**src/rtl/uart_alu_pkg.sv**
```systemverilog
// Shared types and constants for the UART ALU packet sequencer.
// Header layout: opcode, reserved, length LSB, length MSB.
package uart_alu_pkg;

    typedef enum logic [2:0] {
        ST_OPCODE,
        ST_RSVD,
        ST_LEN_LO,
        ST_LEN_HI,
        ST_PAYLOAD,
        ST_RESULT
    } state_e;

    localparam logic [7:0] OP_ADD  = 8'h01;
    localparam logic [7:0] OP_ECHO = 8'hEC;
    localparam int         HEADER_BYTES = 4;

    // Length covers header plus payload; anything shorter than a header means no payload.
    function automatic logic [15:0] payload_count(input logic [15:0] len);
        return (len < 16'(HEADER_BYTES)) ? 16'd0 : len - 16'(HEADER_BYTES);
    endfunction

endpackage

```
**src/rtl/word_assembler.sv**
```systemverilog
// Packs a little-endian byte stream into WORD_WIDTH words; flushes on a full word
// or on the last byte, with unfilled upper lanes left at zero.
module word_assembler #(
    parameter int WORD_WIDTH = 32
) (
    input  logic                  i_clk,
    input  logic                  i_rst_n,
    input  logic                  i_clr,
    input  logic                  i_byte_vld,
    input  logic [7:0]            i_byte,
    input  logic                  i_last,
    output logic [WORD_WIDTH-1:0] o_word,
    output logic                  o_flush
);
    localparam int NB = WORD_WIDTH / 8;
    localparam int LW = (NB > 1) ? $clog2(NB) : 1;

    logic [WORD_WIDTH-1:0] r_word;
    logic [LW-1:0]         r_lane;
    logic [WORD_WIDTH-1:0] w_word;

    // o_word already includes the byte being accepted this cycle.
    always_comb begin
        w_word = r_word;
        w_word[{r_lane, 3'b000} +: 8] = i_byte;
    end

    assign o_word  = w_word;
    assign o_flush = i_byte_vld && ((r_lane == LW'(NB - 1)) || i_last);

    always_ff @(posedge i_clk or negedge i_rst_n) begin
        if (!i_rst_n) begin
            r_word <= '0;
            r_lane <= '0;
        end else if (i_clr) begin
            r_word <= '0;
            r_lane <= '0;
        end else if (i_byte_vld) begin
            if (o_flush) begin
                r_word <= '0;
                r_lane <= '0;
            end else begin
                r_word <= w_word;
                r_lane <= r_lane + 1'b1;
            end
        end
    end

endmodule

```
**src/rtl/uart_alu_sequencer.sv**
```systemverilog
// Packet FSM between UART RX and TX byte streams: header parse, ADD accumulate
// with little-endian result return, ECHO forwarding, silent discard of unknown opcodes.
module uart_alu_sequencer
    import uart_alu_pkg::*;
#(
    parameter int WORD_WIDTH = 32
) (
    input  logic       clk_i,
    input  logic       rst_ni,
    input  logic [7:0] s_axis_tdata_i,
    input  logic       s_axis_tvalid_i,
    output logic       s_axis_tready_o,
    output logic [7:0] m_axis_tdata_o,
    output logic       m_axis_tvalid_o,
    input  logic       m_axis_tready_i,
    output logic       busy_o,
    output logic       err_o
);
    localparam int NB = WORD_WIDTH / 8;
    localparam int IW = (NB > 1) ? $clog2(NB) : 1;

    state_e                r_state, w_next;
    logic [7:0]            r_opcode;
    logic [7:0]            r_len_lo;
    logic [15:0]           r_remaining;
    logic [WORD_WIDTH-1:0] r_acc;
    logic [IW-1:0]         r_res_idx;
    logic [7:0]            r_tdata;
    logic                  r_out_vld;

    logic                  w_s_acc;
    logic                  w_m_hs;
    logic                  w_pay_acc;
    logic                  w_is_add;
    logic                  w_is_echo;
    logic                  w_last;
    logic                  w_out_free;
    logic                  w_res_done;
    logic [15:0]           w_payload;
    logic [WORD_WIDTH-1:0] w_wa_word;
    logic                  w_wa_flush;

    assign w_s_acc    = s_axis_tvalid_i && s_axis_tready_o;
    assign w_m_hs     = m_axis_tvalid_o && m_axis_tready_i;
    assign w_pay_acc  = (r_state == ST_PAYLOAD) && w_s_acc;
    assign w_is_add   = (r_opcode == OP_ADD);
    assign w_is_echo  = (r_opcode == OP_ECHO);
    assign w_last     = (r_remaining == 16'd1);
    assign w_out_free = !r_out_vld || m_axis_tready_i;
    assign w_payload  = payload_count({s_axis_tdata_i, r_len_lo});
    assign w_res_done = (r_state == ST_RESULT) && w_m_hs && (r_res_idx == IW'(NB - 1));

    word_assembler #(.WORD_WIDTH(WORD_WIDTH)) u_word (
        .i_clk      (clk_i),
        .i_rst_n    (rst_ni),
        .i_clr      (w_res_done),
        .i_byte_vld (w_pay_acc && w_is_add),
        .i_byte     (s_axis_tdata_i),
        .i_last     (w_last),
        .o_word     (w_wa_word),
        .o_flush    (w_wa_flush)
    );

    always_ff @(posedge clk_i or negedge rst_ni) begin
        if (!rst_ni) r_state <= ST_OPCODE;
        else         r_state <= w_next;
    end

    always_comb begin
        w_next = r_state;
        case (r_state)
            ST_OPCODE: if (w_s_acc) w_next = ST_RSVD;
            ST_RSVD:   if (w_s_acc) w_next = ST_LEN_LO;
            ST_LEN_LO: if (w_s_acc) w_next = ST_LEN_HI;
            ST_LEN_HI: if (w_s_acc) begin
                if (w_payload != 16'd0) w_next = ST_PAYLOAD;
                else                    w_next = w_is_add ? ST_RESULT : ST_OPCODE;
            end
            ST_PAYLOAD: if (w_s_acc && w_last) w_next = w_is_add ? ST_RESULT : ST_OPCODE;
            ST_RESULT:  if (w_res_done) w_next = ST_OPCODE;
            default:    w_next = ST_OPCODE;
        endcase
    end

    // Header bytes wait for a draining echo byte so the holding register is free.
    always_comb begin
        s_axis_tready_o = w_out_free;
        m_axis_tvalid_o = r_out_vld;
        m_axis_tdata_o  = r_tdata;
        case (r_state)
            ST_PAYLOAD: s_axis_tready_o = w_is_echo ? w_out_free : 1'b1;
            ST_RESULT: begin
                s_axis_tready_o = 1'b0;
                m_axis_tvalid_o = 1'b1;
                m_axis_tdata_o  = r_acc[{r_res_idx, 3'b000} +: 8];
            end
            default: ;
        endcase
        s_axis_tready_o = s_axis_tready_o && rst_ni;
        busy_o = (r_state != ST_OPCODE);
        err_o  = (r_state == ST_LEN_HI) && w_s_acc && !w_is_add && !w_is_echo;
    end

    always_ff @(posedge clk_i or negedge rst_ni) begin
        if (!rst_ni) begin
            r_opcode    <= '0;
            r_len_lo    <= '0;
            r_remaining <= '0;
            r_acc       <= '0;
            r_res_idx   <= '0;
            r_tdata     <= '0;
            r_out_vld   <= 1'b0;
        end else begin
            if ((r_state == ST_OPCODE) && w_s_acc) r_opcode <= s_axis_tdata_i;
            if ((r_state == ST_LEN_LO) && w_s_acc) r_len_lo <= s_axis_tdata_i;

            if ((r_state == ST_LEN_HI) && w_s_acc) r_remaining <= w_payload;
            else if (w_pay_acc)                    r_remaining <= r_remaining - 16'd1;

            if (w_res_done)      r_acc <= '0;
            else if (w_wa_flush) r_acc <= r_acc + w_wa_word;

            if (w_res_done)                            r_res_idx <= '0;
            else if ((r_state == ST_RESULT) && w_m_hs) r_res_idx <= r_res_idx + 1'b1;

            if (w_pay_acc && w_is_echo) begin
                r_tdata   <= s_axis_tdata_i;
                r_out_vld <= 1'b1;
            end else if (m_axis_tready_i) begin
                r_out_vld <= 1'b0;
            end
        end
    end

endmodule

```
**config.mk**
```make
export PLATFORM = sky130hd
export DESIGN_NAME = uart_alu_sequencer
export DESIGN_NICKNAME = d
export VERILOG_FILES = /design/src/rtl/uart_alu_pkg.sv /design/src/rtl/word_assembler.sv /design/src/rtl/uart_alu_sequencer.sv
export SDC_FILE = /design/constraint.sdc
export NUM_CORES = 1
export LEC_CHECK = 0
export BUFFER_PORTS_ARGS = -buffer_cell sky130_fd_sc_hd__buf_2
export CAP_MARGIN = 30
export CELL_PAD_IN_SITES_DETAIL_PLACEMENT = 1
export CELL_PAD_IN_SITES_GLOBAL_PLACEMENT = 1
export CORE_ASPECT_RATIO = 1.2
export CORE_MARGIN = 2
export CORE_UTILIZATION = 50
export DETAILED_ROUTE_END_ITERATION = 7
export PLACE_DENSITY = 0.91
export SLEW_MARGIN = 20
export SYNTH_ARGS = -nofsm -noshare
export SYNTH_HDL_FRONTEND = slang
export SYNTH_SLANG_ARGS = --single-unit
```
**constraint.sdc**
```tcl
create_clock -name clk_i -period 6.3 [get_ports clk_i]
set_input_delay 1.26 -clock clk_i [delete_from_list [all_inputs] [get_ports clk_i]]
set_output_delay 1.26 -clock clk_i [all_outputs]
set_load 0.02 [all_outputs]
```
* After elaboration in Yosys (flattened, before gate mapping)
Cells that the tools add are included.
** Cells by class
- Add/sub/neg operators :: 6
- Multipliers :: 0
- Divide/modulo/power cells :: 0
- Order comparisons :: 1
- Equal/unequal tests :: 16
- Shifts and indexed selects :: 3
- Mux-type cells :: 29
- Bitwise logic cells :: 0
- Reductions and logical operators :: 29
** Operator list (number)
- two-way mux 32 bit :: 5
- two-way mux 16 bit :: 3
- adder 32 bit :: 1
- bitwise mux 32 bit :: 1
- variable shift 8 x 7 -> 32 bit (first input constant) :: 1
- variable part select 32 x 6 -> 8 bit :: 1
- variable part select 8 x 7 -> 32 bit :: 1
- two-way mux 3 bit :: 8
- case mux 3 bit (6 select lines) :: 1
- == test 16 x 1 -> 1 bit (second input constant) :: 1
- < comparator 16 x 3 -> 1 bit (second input constant) :: 1
- nonzero test 16 bit :: 1
- subtractor 16 x 1 -> 16 bit (second input constant) :: 1
- subtractor 16 x 3 -> 16 bit (second input constant) :: 1
- logical AND 1 bit :: 15
- two-way mux 2 bit :: 5
- nonzero test 2 bit :: 5
- == test 8 x 1 -> 1 bit (second input constant) :: 1
- == test 8 bit (second input constant) :: 1
- two-way mux 8 bit :: 1
- != test 2 bit (second input constant) :: 4
- negator 5 -> 7 bit :: 1
- == test 3 x 2 -> 1 bit (second input constant) :: 2
- == test 3 bit (second input constant) :: 2
- 11 further kinds :: 20
** Storage, ports and cells
- Register bits after elaboration :: 112
- Bits in latches :: 0
- RAM bits :: 0
- ROM bits :: 0
- Bits of input ports :: 12
- Output and inout port bits :: 12
- Word-level logic and storage cells :: 94
- Memories kept :: 0

* Depth between registers and ports, before layout
- Word-level depth :: 12
- Mapped depth :: 17
- Gate-level depth less buffers :: 16

* Cells and area by module
A second synthesis with hierarchy kept.
** Second synthesis, totals
- Cell total of the unflattened synthesis :: 754
- Area, all modules :: 7323.3 um^2
** By module, submodules not included
- uart_alu_sequencer :: instances 1, cells each 594, area each 5554.1 um^2, sequential area each 1951.9 um^2
- word_assembler :: instances 1, cells each 160, area each 1769.2 um^2, sequential area each 850.8 um^2

* Worst setup path before layout
No wires, ideal clock.
- Path type :: input-to-output
- Start point :: input s_axis_tvalid_i
- End point :: output err_o
- Arrival time :: 2744 ps
- Data required time :: 5040 ps
- Setup slack :: 2296 ps
- Cell stages on the path :: 6
- Buffers on the path :: 2
- Path through :: and2_1 nand4b_1 or2_2 clkbuf_1 clkbuf_1 nor3_1
** On the way
- Cells in the longest elaborated chain, start to end :: 4
** Ends and longest elaborated chain
- start, declared :: line uart_alu_sequencer.sv:11 : input logic s_axis_tvalid_i,
- logical AND 1 bit :: line uart_alu_sequencer.sv:43 : assign w_s_acc = s_axis_tvalid_i && s_axis_tready_o;
- logical AND 1 bit (3 in a row) :: line uart_alu_sequencer.sv:101 : err_o = (r_state == ST_LEN_HI) && w_s_acc && !w_is_add && !w_is_echo;
- end, declared :: line uart_alu_sequencer.sv:17 : output logic err_o
No other way between the ends.

* Worst setup path in the final report
- Start point :: register u_word.r_lane[0]
- End point :: register r_acc[24]
** On the way
- Cells in the longest elaborated chain, start to end :: 6
- Elaborated cells on any way between the ends :: 11
- Classes of those cells :: 2 x add/sub; 1 x eq/ne; 2 x shift; 3 x mux; 3 x reduce/logical
** Ends and longest elaborated chain
- start, declared :: line word_assembler.sv:19 : logic [LW-1:0] r_lane;
- start signal, assigned :: line word_assembler.sv:44 : r_lane <= r_lane + 1'b1;
- negator 5 -> 7 bit :: line word_assembler.sv:25 : w_word[{r_lane, 3'b000} +: 8] = i_byte;
- variable part select 8 x 7 -> 32 bit / variable shift 8 x 7 -> 32 bit (equally long branches) :: line word_assembler.sv:25
- bitwise mux 32 bit :: line word_assembler.sv:25
- adder 32 bit :: line uart_alu_sequencer.sv:121 : else if (w_wa_flush) r_acc <= r_acc + w_wa_word;
- two-way mux 32 bit :: line uart_alu_sequencer.sv:121
- two-way mux 32 bit :: line uart_alu_sequencer.sv:120 : if (w_res_done) r_acc <= '0;
- end signal, assigned :: line uart_alu_sequencer.sv:121
- end, declared :: line uart_alu_sequencer.sv:26 : logic [WORD_WIDTH-1:0] r_acc;
Parallel ways exist; a longest one is shown, timed or not. The select of a mux whose other input is x is not followed.
A chain may end at the register's enable or synchronous reset.

==> impl_results.html <==
<table>
<tr><th>Metric</th><th>Value</th></tr>
<tr><th colspan="2">Yosys</th></tr>
<tr><td>Library cell with the highest instance count after synthesis</td><td>sky130_fd_sc_hd__nand2_1</td></tr>
<tr><td>Combinational family with the most area after synthesis</td><td>simple AND/OR/NAND/NOR gates</td></tr>
<tr><td>Area fraction in and, or, nand and nor cells after synthesis</td><td>0.237</td></tr>
<tr><td>Compound-cell area share of the yosys netlist</td><td>0.171</td></tr>
<tr><td>Async set-reset flop share out of synthesis</td><td>1.00</td></tr>
<tr><td>Number of nets in the synthesized netlist</td><td>998</td></tr>
<tr><td>Total of flip-flops plus latches after synthesis</td><td>112</td></tr>
<tr><td>Multiplexer share of the synthesized area</td><td>0.0701</td></tr>
<tr><td>Cell area after synthesis</td><td>0.00784 mm^2</td></tr>
<tr><td>Fraction of post-synthesis cell area in the top cell type by area</td><td>0.357</td></tr>
<tr><td>Fraction of synthesized cell area in xor and xnor cells</td><td>0.0369</td></tr>
<tr><td>Seq/Total Area, Yosys</td><td>0.357</td></tr>
<tr><td>Synthesized area divided by synthesized cell count</td><td>8.36 um^2</td></tr>
<tr><td>EDFF count, synth</td><td>0</td></tr>
<tr><td>Cell count after synthesis</td><td>938</td></tr>
<tr><td>Flip-flop cell with the highest count after synthesis</td><td>sky130_fd_sc_hd__dfrtp_1</td></tr>
<tr><td>Count of distinct cell types in the synthesized netlist</td><td>68</td></tr>
<tr><td>Largest cells by area after synthesis</td><td>sky130_fd_sc_hd__dfrtp_1 (36%), sky130_fd_sc_hd__nand2_1 (9.1%), sky130_fd_sc_hd__ha_1 (7.5%)</td></tr>
<tr><td>Post-synth top area cell</td><td>sky130_fd_sc_hd__dfrtp_1</td></tr>
<tr><td>List of most frequent post-synthesis cells</td><td>sky130_fd_sc_hd__nand2_1 (190), sky130_fd_sc_hd__dfrtp_1 (112), sky130_fd_sc_hd__o21ai_0 (75)</td></tr>
<tr><td>Yosys warning count</td><td>0</td></tr>
<tr><td>Adder-Cell Fraction of Synth Area</td><td>0.0776</td></tr>
<tr><th colspan="2">Finish</th></tr>
<tr><td>Signed area change from the synthesized netlist to the final layout</td><td>7.53%</td></tr>
<tr><td>Fraction of layout cells with a size suffix above 1</td><td>0.111</td></tr>
<tr><td>Final #Nets</td><td>994</td></tr>
<tr><td>Diode count</td><td>0</td></tr>
<tr><td>Final Core Density</td><td>0.546</td></tr>
<tr><th colspan="2">CTS</th></tr>
<tr><td>Clock buffer count from CTS</td><td>9</td></tr>
<tr><td>Clock slew at reported path FFs</td><td>80 ps</td></tr>
<tr><td>H-tree levels</td><td>3</td></tr>
<tr><td>Cts hold-fix bufs</td><td>0</td></tr>
<tr><td>Latest clock arrival within the worst-skew pair</td><td>380 ps</td></tr>
<tr><td>Clock net sink count</td><td>112</td></tr>
<tr><td>Number of buffers on the longest clock path</td><td>2</td></tr>
<tr><td>Clock root cell</td><td>sky130_fd_sc_hd__clkbuf_16</td></tr>
<tr><td>Number of resized instances in the post-cts repair step</td><td>0</td></tr>
<tr><td>TritonCTS clock tree</td><td>yes</td></tr>
<tr><td>Setup fix buffers added after clock tree synthesis</td><td>0</td></tr>
<tr><th colspan="2">Worst setup path</th></tr>
<tr><td>Critical Path Start Type</td><td>register</td></tr>
<tr><td>R2R Path End</td><td>r_acc[24]</td></tr>
<tr><td>Worst r2r path cells</td><td>15</td></tr>
<tr><td>Critical Path End</td><td>r_acc[24]</td></tr>
<tr><td>Critical Setup Path Class</td><td>register to register</td></tr>
<tr><td>Critical Path Source</td><td>u_word.r_lane[0]</td></tr>
<tr><td>Data required time of the worst path</td><td>6550 ps</td></tr>
<tr><td>Biggest fanout along the worst timing path</td><td>8</td></tr>
<tr><td>Launch instance of the worst register-to-register path</td><td>u_word.r_lane[0]</td></tr>
<tr><td>Register-to-register setup slack</td><td>1420 ps</td></tr>
<tr><td>Worst Setup End Kind</td><td>register</td></tr>
<tr><td>Data arrival at the endpoint of the critical path</td><td>5130 ps</td></tr>
<tr><th colspan="2">Die</th></tr>
<tr><td>Die extent in y</td><td>141 um</td></tr>
<tr><td>Number of placement rows</td><td>50</td></tr>
<tr><td>Die area</td><td>0.0167 mm^2</td></tr>
<tr><td>Placeable core area</td><td>0.0155 mm^2</td></tr>
<tr><td>Number of I/O pins</td><td>24</td></tr>
<tr><td>Starting Density</td><td>0.507</td></tr>
<tr><td>Horizontal die dimension</td><td>118 um</td></tr>
<tr><th colspan="2">Place</th></tr>
<tr><td>Detail Placement HPWL</td><td>18000 um</td></tr>
<tr><td>Final weighted congestion in routability-driven placement</td><td>0.891</td></tr>
<tr><td>Number of port buffers</td><td>23</td></tr>
<tr><th colspan="2">Power</th></tr>
<tr><td>Leak</td><td>3.88 nW</td></tr>
<tr><td>Pwr Density</td><td>274 mW/mm^2</td></tr>
<tr><td>VDD IR-drop max</td><td>168 uV</td></tr>
<tr><th colspan="2">Routing</th></tr>
<tr><td>Number of vias in the routed layout</td><td>7106</td></tr>
<tr><td>Detail Route met3 WL</td><td>995 um</td></tr>
<tr><td># DRC</td><td>0</td></tr>
<tr><td>Met2 Wirelength</td><td>12800 um</td></tr>
<tr><td>Avg Vias per Cell</td><td>6.20</td></tr>
<tr><td>Pre-antenna DRT Iters</td><td>4</td></tr>
<tr><td>Wire length on met1</td><td>10100 um</td></tr>
<tr><td>Total length of routed wires</td><td>25100 um</td></tr>
<tr><td>Routed wire per std cell</td><td>21.9 um</td></tr>
<tr><td>ANT nets after route</td><td>0</td></tr>
<tr><td>Highest routing layer actually used</td><td>met4</td></tr>
<tr><td>Iteration-0 DRC Markers</td><td>429</td></tr>
<tr><th colspan="2">GRT</th></tr>
<tr><td>Largest net degree at the start of global routing</td><td>61</td></tr>
<tr><td>Number of global-route vias before repair</td><td>7613</td></tr>
<tr><td>Antenna violations before repair</td><td>0</td></tr>
<tr><td>GRT Overall Usage</td><td>0.313</td></tr>
<tr><td>Global-route wire length before repair</td><td>40500 um</td></tr>
<tr><td>Overflow left after global routing</td><td>0</td></tr>
<tr><th colspan="2">Status</th></tr>
<tr><td>Outcome</td><td>complete, no violations</td></tr>
<tr><th colspan="2">Min path</th></tr>
<tr><td>Hold wc startpoint</td><td>u_word.r_word[12]</td></tr>
<tr><td>Class of the worst hold path</td><td>register to register</td></tr>
<tr><th colspan="2">STA</th></tr>
<tr><td>Count of final setup violators</td><td>0</td></tr>
<tr><td>Final Slew Violations</td><td>0</td></tr>
<tr><td>Period utilisation layout</td><td>0.775</td></tr>
<tr><td>Max Fclk</td><td>205 MHz</td></tr>
<tr><td>Slew @ Worst Pin</td><td>837 ps</td></tr>
<tr><td>Unrepaired setup endpoints after global routing</td><td>false</td></tr>
<tr><td>Hold violation total from the final report</td><td>0</td></tr>
<tr><td>Final clock skew</td><td>13.6 ps</td></tr>
<tr><td>TNS Setup</td><td>0 ps</td></tr>
<tr><td>Min cycle time layout</td><td>4880 ps</td></tr>
<tr><td>Headroom to the max-slew limit</td><td>0.437</td></tr>
<tr><th colspan="2">Job</th></tr>
<tr><td>Count of max-cap constraint violations</td><td>0</td></tr>
</table>
## metrics by stage
step | instances | setup WS [ps] | cell area, um^2 | total power, mW | hold slack [ps]
2_1_floorplan | 938 | 2300 | 7840 | 1.46 | 446
3_3_place_gp | 1130 | 1690 | 8100 | 1.60 | 457
3_5_place_dp | 1131 | 1420 | 8110 | 1.65 | 464
4_1_cts | 1147 | 1460 | 8430 | 2.31 | 482
5_1_grt | 1147 | 1100 | 8430 | 2.44 | 517
6_report | 1147 | 1420 | 8430 | 2.31 | 479
## placed cells by master (no fill, tap or decap), types with 13 or more instances in the layout
master and n:
sky130_fd_sc_hd__dfrtp_1 112, sky130_fd_sc_hd__o21ai_0 75, sky130_fd_sc_hd__xnor2_1 19, sky130_fd_sc_hd__mux2_2 31, sky130_fd_sc_hd__nor2_1 31, sky130_fd_sc_hd__ha_1 47, sky130_fd_sc_hd__a21o_1 13, sky130_fd_sc_hd__nor3_1 27
sky130_fd_sc_hd__nand2b_1 35, sky130_fd_sc_hd__nand2_1 190, sky130_fd_sc_hd__buf_2 22, sky130_fd_sc_hd__nand3_1 29, sky130_fd_sc_hd__a21oi_1 59, sky130_fd_sc_hd__xor2_1 14, sky130_fd_sc_hd__inv_1 52
## per-layer routing
layer / up-vias / GRT usage
met5: - / 0
met1: 3595 / 0.368
met3: 66 / 0.0469
met4: 0 / 0.165
li1: 3265 / -
met2: 180 / 0.552
## area by class of cell
cell class | count | area (um^2)
well taps | 208 | 260
clock buffers | 11 | 243
fillers | 1888 | 7020
inverters | 52 | 195
flip-flops and latches | 112 | 2800
clock inverters | 5 | 78.8
repair buffers | 33 | 196
multi-input cells | 726 | 4650
## how the worst min path moves through the flow
stage | end | slack [ps] | depth (start not counted)
2_1_floorplan | u_word.r_word[0] | 450 | 2
3_3_place_gp | u_word.r_word[30] | 460 | 2
3_5_place_dp | u_word.r_word[27] | 460 | 2
4_1_cts | u_word.r_word[13] | 480 | 2
5_1_grt | u_word.r_word[14] | 520 | 2
6_report | u_word.r_word[12] | 480 | 2
## registers in the layout, indices dropped and copies added (netlist names)
register and cells:
r_acc 32, r_len_lo 8, r_opcode 8, r_out_vld 1, r_remaining 16, r_res_idx 2, r_state 3, r_tdata 8
u_word.r_lane 2, u_word.r_word 32
## cells by family (layout without fill, tap and decap cells)
logic type / after synthesis / after routing
buf+inv: 100 / 101
flops: 112 / 112
xor+xnor: 33 / 33
mux: 41 / 41
compound gates: 219 / 219
simple gates: 385 / 385
fa+ha+maj: 48 / 48
## where the power goes
part | total [mW] | internal (mW) | switching [mW]
Sequential | 1.04 | 0.848 | 0.188
Clock | 0.655 | 0.361 | 0.295
Combinational | 0.616 | 0.259 | 0.357
Total | 2.31 | 1.47 | 0.840
## worst max-delay path, cell delays in order, from the launching register on
cell                        delay, ps
sky130_fd_sc_hd__dfrtp_1          480
sky130_fd_sc_hd__inv_1            160
sky130_fd_sc_hd__ha_1             340
sky130_fd_sc_hd__inv_1             80
sky130_fd_sc_hd__nor3_1           700
sky130_fd_sc_hd__nand2_1          110
sky130_fd_sc_hd__o21ai_0          200
sky130_fd_sc_hd__ha_1             340
sky130_fd_sc_hd__a21oi_1          160
sky130_fd_sc_hd__o21ai_0          160
sky130_fd_sc_hd__a2111oi_0        620
sky130_fd_sc_hd__a21oi_1          260
sky130_fd_sc_hd__o21ai_0          630
sky130_fd_sc_hd__o21ai_0          250
sky130_fd_sc_hd__xnor2_1          180
sky130_fd_sc_hd__o21ai_0           90
Power figures use the tool's default switching activity.
